### config.mk
export PLATFORM = sky130hd
export DESIGN_NAME = rom_loader
export DESIGN_NICKNAME = d
export VERILOG_FILES = /design/src/rtl/ghost_pkg.sv /design/src/rtl/ld_timer.sv /design/src/rtl/rom_loader.sv
export SDC_FILE = /design/constraint.sdc
export NUM_CORES = 1
export LEC_CHECK = 0
export CAP_MARGIN = 10
export CORE_MARGIN = 2
export CORE_UTILIZATION = 55
export DETAILED_ROUTE_END_ITERATION = 10
export PLACE_DENSITY_LB_ADDON = 0.08
export SETUP_SLACK_MARGIN = 0.05
export SLEW_MARGIN = 0
export SYNTH_ARGS = -nofsm -noshare
export SYNTH_HDL_FRONTEND = slang
export SYNTH_SLANG_ARGS = --single-unit
### constraint.sdc
create_clock -name clk -period 3.8 [get_ports clk]
set_input_delay 0.76 -clock clk [delete_from_list [all_inputs] [get_ports clk]]
set_output_delay 0.76 -clock clk [all_outputs]
set_load 0.01 [all_outputs]
### src/rtl/ghost_pkg.sv
// ghost_pkg: definitions shared by the boot-time ROM loader and its helpers.
//   ld_state_t : loader FSM state encoding, also visible on the loader debug port
//   RAM_AW     : system RAM byte address width (4 KiB)
//   ROM_AW     : flash byte address width
package ghost_pkg;

  localparam int RAM_AW = 12;
  localparam int ROM_AW = 16;

  typedef enum logic [2:0] {
    IDLE    = 3'd0,
    ARM     = 3'd1,
    WAIT_LO = 3'd2,
    WAIT_HI = 3'd3,
    WRITE   = 3'd4,
    DONE    = 3'd5,
    ERROR   = 3'd6
  } ld_state_t;

endpackage

### src/rtl/ld_timer.sv
// ld_timer: loadable down-counter with a zero flag.
//   clk, reset_n : clock, asynchronous active-low reset (count clears to 0)
//   load         : load load_val (has priority over dec)
//   load_val     : reload value
//   dec          : decrement by one; the counter stops at zero
//   zero         : high while the count is zero
module ld_timer #(
  parameter int W = 16
) (
  input  logic         clk,
  input  logic         reset_n,
  input  logic         load,
  input  logic [W-1:0] load_val,
  input  logic         dec,
  output logic         zero
);

  logic [W-1:0] count;

  always_ff @(posedge clk or negedge reset_n) begin
    if (!reset_n) begin
      count <= '0;
    end else if (load) begin
      count <= load_val;
    end else if (dec && (count != '0)) begin
      count <= count - 1'b1;
    end
  end

  assign zero = (count == '0);

endmodule

### src/rtl/rom_loader.sv
// rom_loader: boot-time copier. On a start pulse it copies LENGTH bytes from
// flash (starting at SRC_BASE) into system RAM (starting at DST_BASE, wrapping
// mod 4096), one byte at a time through the flash reader, then flags done.
// A byte that does not arrive within TIMEOUT cycles ends the copy with error.
//
// Ports:
//   clk, reset_n  : clock (all state on posedge), asynchronous active-low reset
//   start         : one-cycle pulse, accepted only in IDLE
//   busy          : high from start accept until done/error
//   done, error   : sticky status, cleared by the next accepted start
//   rom_addr      : byte address to the flash reader
//   rom_dout      : byte from the flash reader
//   rom_dready    : flash reader data valid (level)
//   ram_addr, ram_din, ram_we : RAM write port, one ram_we cycle per byte
//   csum          : running mod-256 sum of written bytes (0 unless enabled)
//   dbg_state     : current FSM state (ld_state_t encoding)
//
// Build option: define ROM_LOADER_CSUM_EN to include the checksum adder;
// without it csum is tied to zero.
//
// Flash handshake: the reader has no ready input. A new read is requested by
// changing rom_addr; the reader then drops rom_dready, and raises it again
// with rom_dout valid once the byte is fetched. The loader therefore waits
// for dready low (address accepted) before it waits for dready high, so a
// dready still high from the previous byte is never taken as data. Each byte
// uses a distinct address, so every byte forces a fresh read.
module rom_loader
  import ghost_pkg::*;
#(
  parameter logic [ROM_AW-1:0] SRC_BASE = 16'h0000,
  parameter logic [RAM_AW-1:0] DST_BASE = 12'h200,
  parameter logic [12:0]       LENGTH   = 13'd3584,
  parameter logic [15:0]       TIMEOUT  = 16'd2048
) (
  input  logic              clk,
  input  logic              reset_n,
  input  logic              start,
  output logic              busy,
  output logic              done,
  output logic              error,
  output logic [ROM_AW-1:0] rom_addr,
  input  logic [7:0]        rom_dout,
  input  logic              rom_dready,
  output logic [RAM_AW-1:0] ram_addr,
  output logic [7:0]        ram_din,
  output logic              ram_we,
  output logic [7:0]        csum,
  output logic [2:0]        dbg_state
);

  // The timer is loaded in ARM and counts down once per wait cycle; loading
  // TIMEOUT-1 makes the zero flag show up on the TIMEOUT-th wait cycle, so a
  // byte gets exactly TIMEOUT cycles across WAIT_LO and WAIT_HI combined.
  // TIMEOUT must be at least 1.
  localparam logic [15:0] TMO_RELOAD = TIMEOUT - 16'd1;

  ld_state_t   state;
  logic [12:0] n;
  logic [12:0] n_next;
  logic        tmo_load;
  logic        tmo_dec;
  logic        tmo_zero;

  assign n_next    = n + 13'd1;
  assign tmo_load  = (state == ARM);
  assign tmo_dec   = (state == WAIT_LO) || (state == WAIT_HI);
  assign dbg_state = state;

  ld_timer #(
    .W(16)
  ) u_timer (
    .clk      (clk),
    .reset_n  (reset_n),
    .load     (tmo_load),
    .load_val (TMO_RELOAD),
    .dec      (tmo_dec),
    .zero     (tmo_zero)
  );

  always_ff @(posedge clk or negedge reset_n) begin
    if (!reset_n) begin
      state    <= IDLE;
      busy     <= 1'b0;
      done     <= 1'b0;
      error    <= 1'b0;
      rom_addr <= '1;
      ram_addr <= DST_BASE;
      ram_din  <= 8'h00;
      ram_we   <= 1'b0;
      n        <= 13'd0;
    end else begin
      // ram_we is raised on entry to WRITE and dropped on the following edge.
      ram_we <= 1'b0;
      case (state)
        IDLE: begin
          if (start) begin
            done  <= 1'b0;
            error <= 1'b0;
            busy  <= 1'b1;
            n     <= 13'd0;
            state <= (LENGTH == 13'd0) ? DONE : ARM;
          end
        end
        ARM: begin
          rom_addr <= SRC_BASE + {3'b000, n};
          state    <= WAIT_LO;
        end
        WAIT_LO: begin
          if (!rom_dready) begin
            state <= WAIT_HI;
          end else if (tmo_zero) begin
            busy  <= 1'b0;
            error <= 1'b1;
            state <= ERROR;
          end
        end
        WAIT_HI: begin
          if (rom_dready) begin
            ram_din  <= rom_dout;
            ram_addr <= DST_BASE + n[11:0];
            ram_we   <= 1'b1;
            state    <= WRITE;
          end else if (tmo_zero) begin
            busy  <= 1'b0;
            error <= 1'b1;
            state <= ERROR;
          end
        end
        WRITE: begin
          n     <= n_next;
          state <= (n_next == LENGTH) ? DONE : ARM;
        end
        DONE: begin
          busy  <= 1'b0;
          done  <= 1'b1;
          state <= IDLE;
        end
        ERROR: begin
          state <= IDLE;
        end
        default: begin
          state <= IDLE;
        end
      endcase
    end
  end

`ifdef ROM_LOADER_CSUM_EN
  always_ff @(posedge clk or negedge reset_n) begin
    if (!reset_n) begin
      csum <= 8'h00;
    end else if ((state == IDLE) && start) begin
      csum <= 8'h00;
    end else if (state == WRITE) begin
      csum <= csum + ram_din;
    end
  end
`else
  assign csum = 8'h00;
`endif

endmodule
==> metrics.cfg <==
[global_routing]
overflow = 0
antenna_found_initial = 0
grt_pass1_wl_um = 11400
grt_pass1_vias = 2426
grt_usage = 0.230
grt_start_max_net_pins = 71

[detailed_routing]
drt-initial-drc-count = 140
vias = 2479
drt_pass1_iterations = 4
finalWirelength_um = 6960
drtAntennaViolNets = 0
vias_per_cell = 5.46
drc_errors = 0
wl_per_cell_um = 15.3

[logic_synthesis]
synth_cell_types = 43
synth-xor-area-share = 0.0400
ys_ff_latch = 70
synth_adder_area_share = 0.0114
synth.avg_cell_area_sq_um = 10.1
synth_compound_area_frac = 0.0834
muxShareOfSynthArea = 0.0678
synthSimpleGateAreaFrac = 0.210
netlist_instances = 325
synth_top_family_by_area = simple AND/OR/NAND/NOR gates
syn_area_sq_mm = 0.00329
yosys_warnings = 0
ys_seq_area_frac = 0.539

[cells_and_area]
final_common_cell = nand2_1
postLayoutCoreUtil = 0.693
syn_to_final_growth_pct = 23.5
diodes = 0
drive_gt1_frac = 0.142
nets = 389
final_cell_mix = 63 x nand2_1, 55 x dfrtp_1, 53 x clkdlybuf4s50_1

[clock_network]
clk_pin_slew_worst_paths_ps = 70
cts_resized = 0
post_cts_buffers = 0
cts_tree = built
cts_sinks = 70
cts_made_buffers = 9
h-tree-depth = 3
postCtsHoldBufs = 0
clockRootBuffer = clkbuf_8
clk_latency_ps = 340
clock_path_buffers = 2

[setup_path]
critPathArrivalTime_ps = 2610
start_kind = input port
path_class = in -> reg
crit_chain = clkdlybuf4s50_1 > nand3_1 > mux2_1
crit_path_end_kind = register
max_stage_delay_ps = 710
required_ps = 4020
crit_fanout = 21
slowest_stage = nand3_1

[floorplanning]
die_height_um = 81.3
dieWidth_um = 81.3
core_sq_mm = 0.00585
start_util = 0.562
fp.dieArea_sq_mm = 0.00661
row_count = 28
ios = 63

[sta]
holdWs_ps = 422
fmax_mhz = 418
skew_ps = 6.84
slew_viol_final = 0
setup_viol_count_final = 0
hold_viol = 0
relSlewSlack = 0.334
min_period_ps = 2390
rsz0062_at_grt = no
finalSetupTns_ps = 0
worstMarginPinSlew_ps = 996
finalCritPeriodShare = 0.630

[min_path]
min_path_type = in -> async

[pwr]
cellPowerDensity_mw_per_mm2 = 669
p_leak_nw = 1.76
peakVddDrop_v = 0.000427

[placed_design]
dpl.hpwl_um = 4550
place_congestion = 0.747
io_buffers = 54

[job]
maxCapViolations = 0

[run_status]
status = completed

[metrics by stage]
step                instances  power, W  setup WS [ps]  instance area, sq um
global route              454   0.00288           1280                  4060
global placement          438   0.00205           1100                  3840
finish                    454   0.00271           1410                  4060
detailed placement        438   0.00208           1000                  3840
CTS                       454   0.00273           1380                  4060
floorplan                 332   0.00161           1850                  3310
[Yosys cell counts]
library cell / count / area share
nor3_1: 8 / 0.012
buf_2: 2 / 0.0030
or4b_1: 1 / 0.0030
dfstp_2: 15 / 0.12
or4_4: 2 / 0.0069
mux2_1: 8 / 0.027
nand2b_1: 2 / 0.0038
a2111oi_2: 2 / 0.0091
o211ai_1: 2 / 0.0046
conb_1: 1 / 0.0011
clkbuf_1: 13 / 0.015
or2_0: 1 / 0.0019
nand3b_1: 3 / 0.0069
nor2_2: 1 / 0.0019
nor4_2: 2 / 0.0076
buf_4: 11 / 0.025
o21ai_0: 21 / 0.032
or4_1: 4 / 0.0091
nor4b_1: 1 / 0.0027
mux2_2: 10 / 0.034
o21ai_1: 4 / 0.0061
nor2b_1: 3 / 0.0057
nand2_1: 63 / 0.072
and4bb_2: 1 / 0.0038
mux2i_1: 2 / 0.0061
ha_1: 3 / 0.011
and3_1: 4 / 0.0076
a21o_1: 2 / 0.0046
xor2_1: 6 / 0.016
and2_1: 3 / 0.0057
a31oi_1: 3 / 0.0057
inv_1: 4 / 0.0046
nor3b_1: 1 / 0.0023
o31ai_1: 2 / 0.0046
and4_1: 3 / 0.0080
or3_1: 2 / 0.0038
nand4_1: 2 / 0.0038
dfrtp_1: 55 / 0.42
a21oi_1: 11 / 0.017
nor4_1: 2 / 0.0038
xnor2_1: 9 / 0.024
nand3_1: 8 / 0.012
nor2_1: 22 / 0.025
[layer usage]
metal / vias up / share of wire / GRT usage / wire (um)
met5: - / 0 / 0 / 0
met4: 0 / 0.015 / 0.0966 / 102
met3: 8 / 0.033 / 0.0444 / 233
met2: 45 / 0.49 / 0.379 / 3400
met1: 1227 / 0.46 / 0.297 / 3220
li1: 1199 / - / - / -
[kinds of logic (layout without fill, tap and decap cells)]
group / Yosys count / count (layout)
xor gates and xnor gates: 15 / 15
AOI/OAI and AO/OA: 47 / 47
DFF: 70 / 70
buffers and inverters: 30 / 77
adders and majority gates: 3 / 3
other: 1 / 8
and+or+nand+nor: 139 / 139
muxes: 20 / 20
[state kept, by name, summed over array words and instances, names as in the netlist]
signal         count
busy               1
ram_din            8
ram_addr          12
done               1
u_timer.count     16
dbg_state          3
ram_we             1
error              1
rom_addr          14
n                 13
[path summary, 6_finish.rpt]
kind	from	endpoint	slack, ps	depth (start not counted)
min in group clk	rom_addr[10]	rom_addr[10]	460	2
max in group asynchronous	reset_n	rom_addr[0]	3030	2
min	reset_n	u_timer.count[4]	420	2
max	rom_dready	ram_addr[2]	1410	3
max reg2reg	dbg_state[2]	ram_addr[2]	1460	3
min reg2reg	rom_addr[10]	rom_addr[10]	460	2
[critical path, delay by kind of cell]
family                 cells  cell delay (ps)
buffers and inverters      1              530
muxes                      1              600
and+or+nand+nor            1              710
[cell type report]
class                   count  area (sq um)
flip-flops and latches     70          1770
multi-input cells         232          1390
clock buffers              13           179
repair buffers             57           571
clock inverters             3          40.0
inverters                   4          15.0
well taps                  75          93.8
fillers                   469          1790
[power by group]
group / leakage (nW) / internal [W] / switching (W)
registers: 0.847 / 0.000997 / 0.000168
logic: 0.801 / 0.000469 / 0.000433
clock network: 0.115 / 0.000373 / 0.000274
Power figures use the tool's default switching activity.
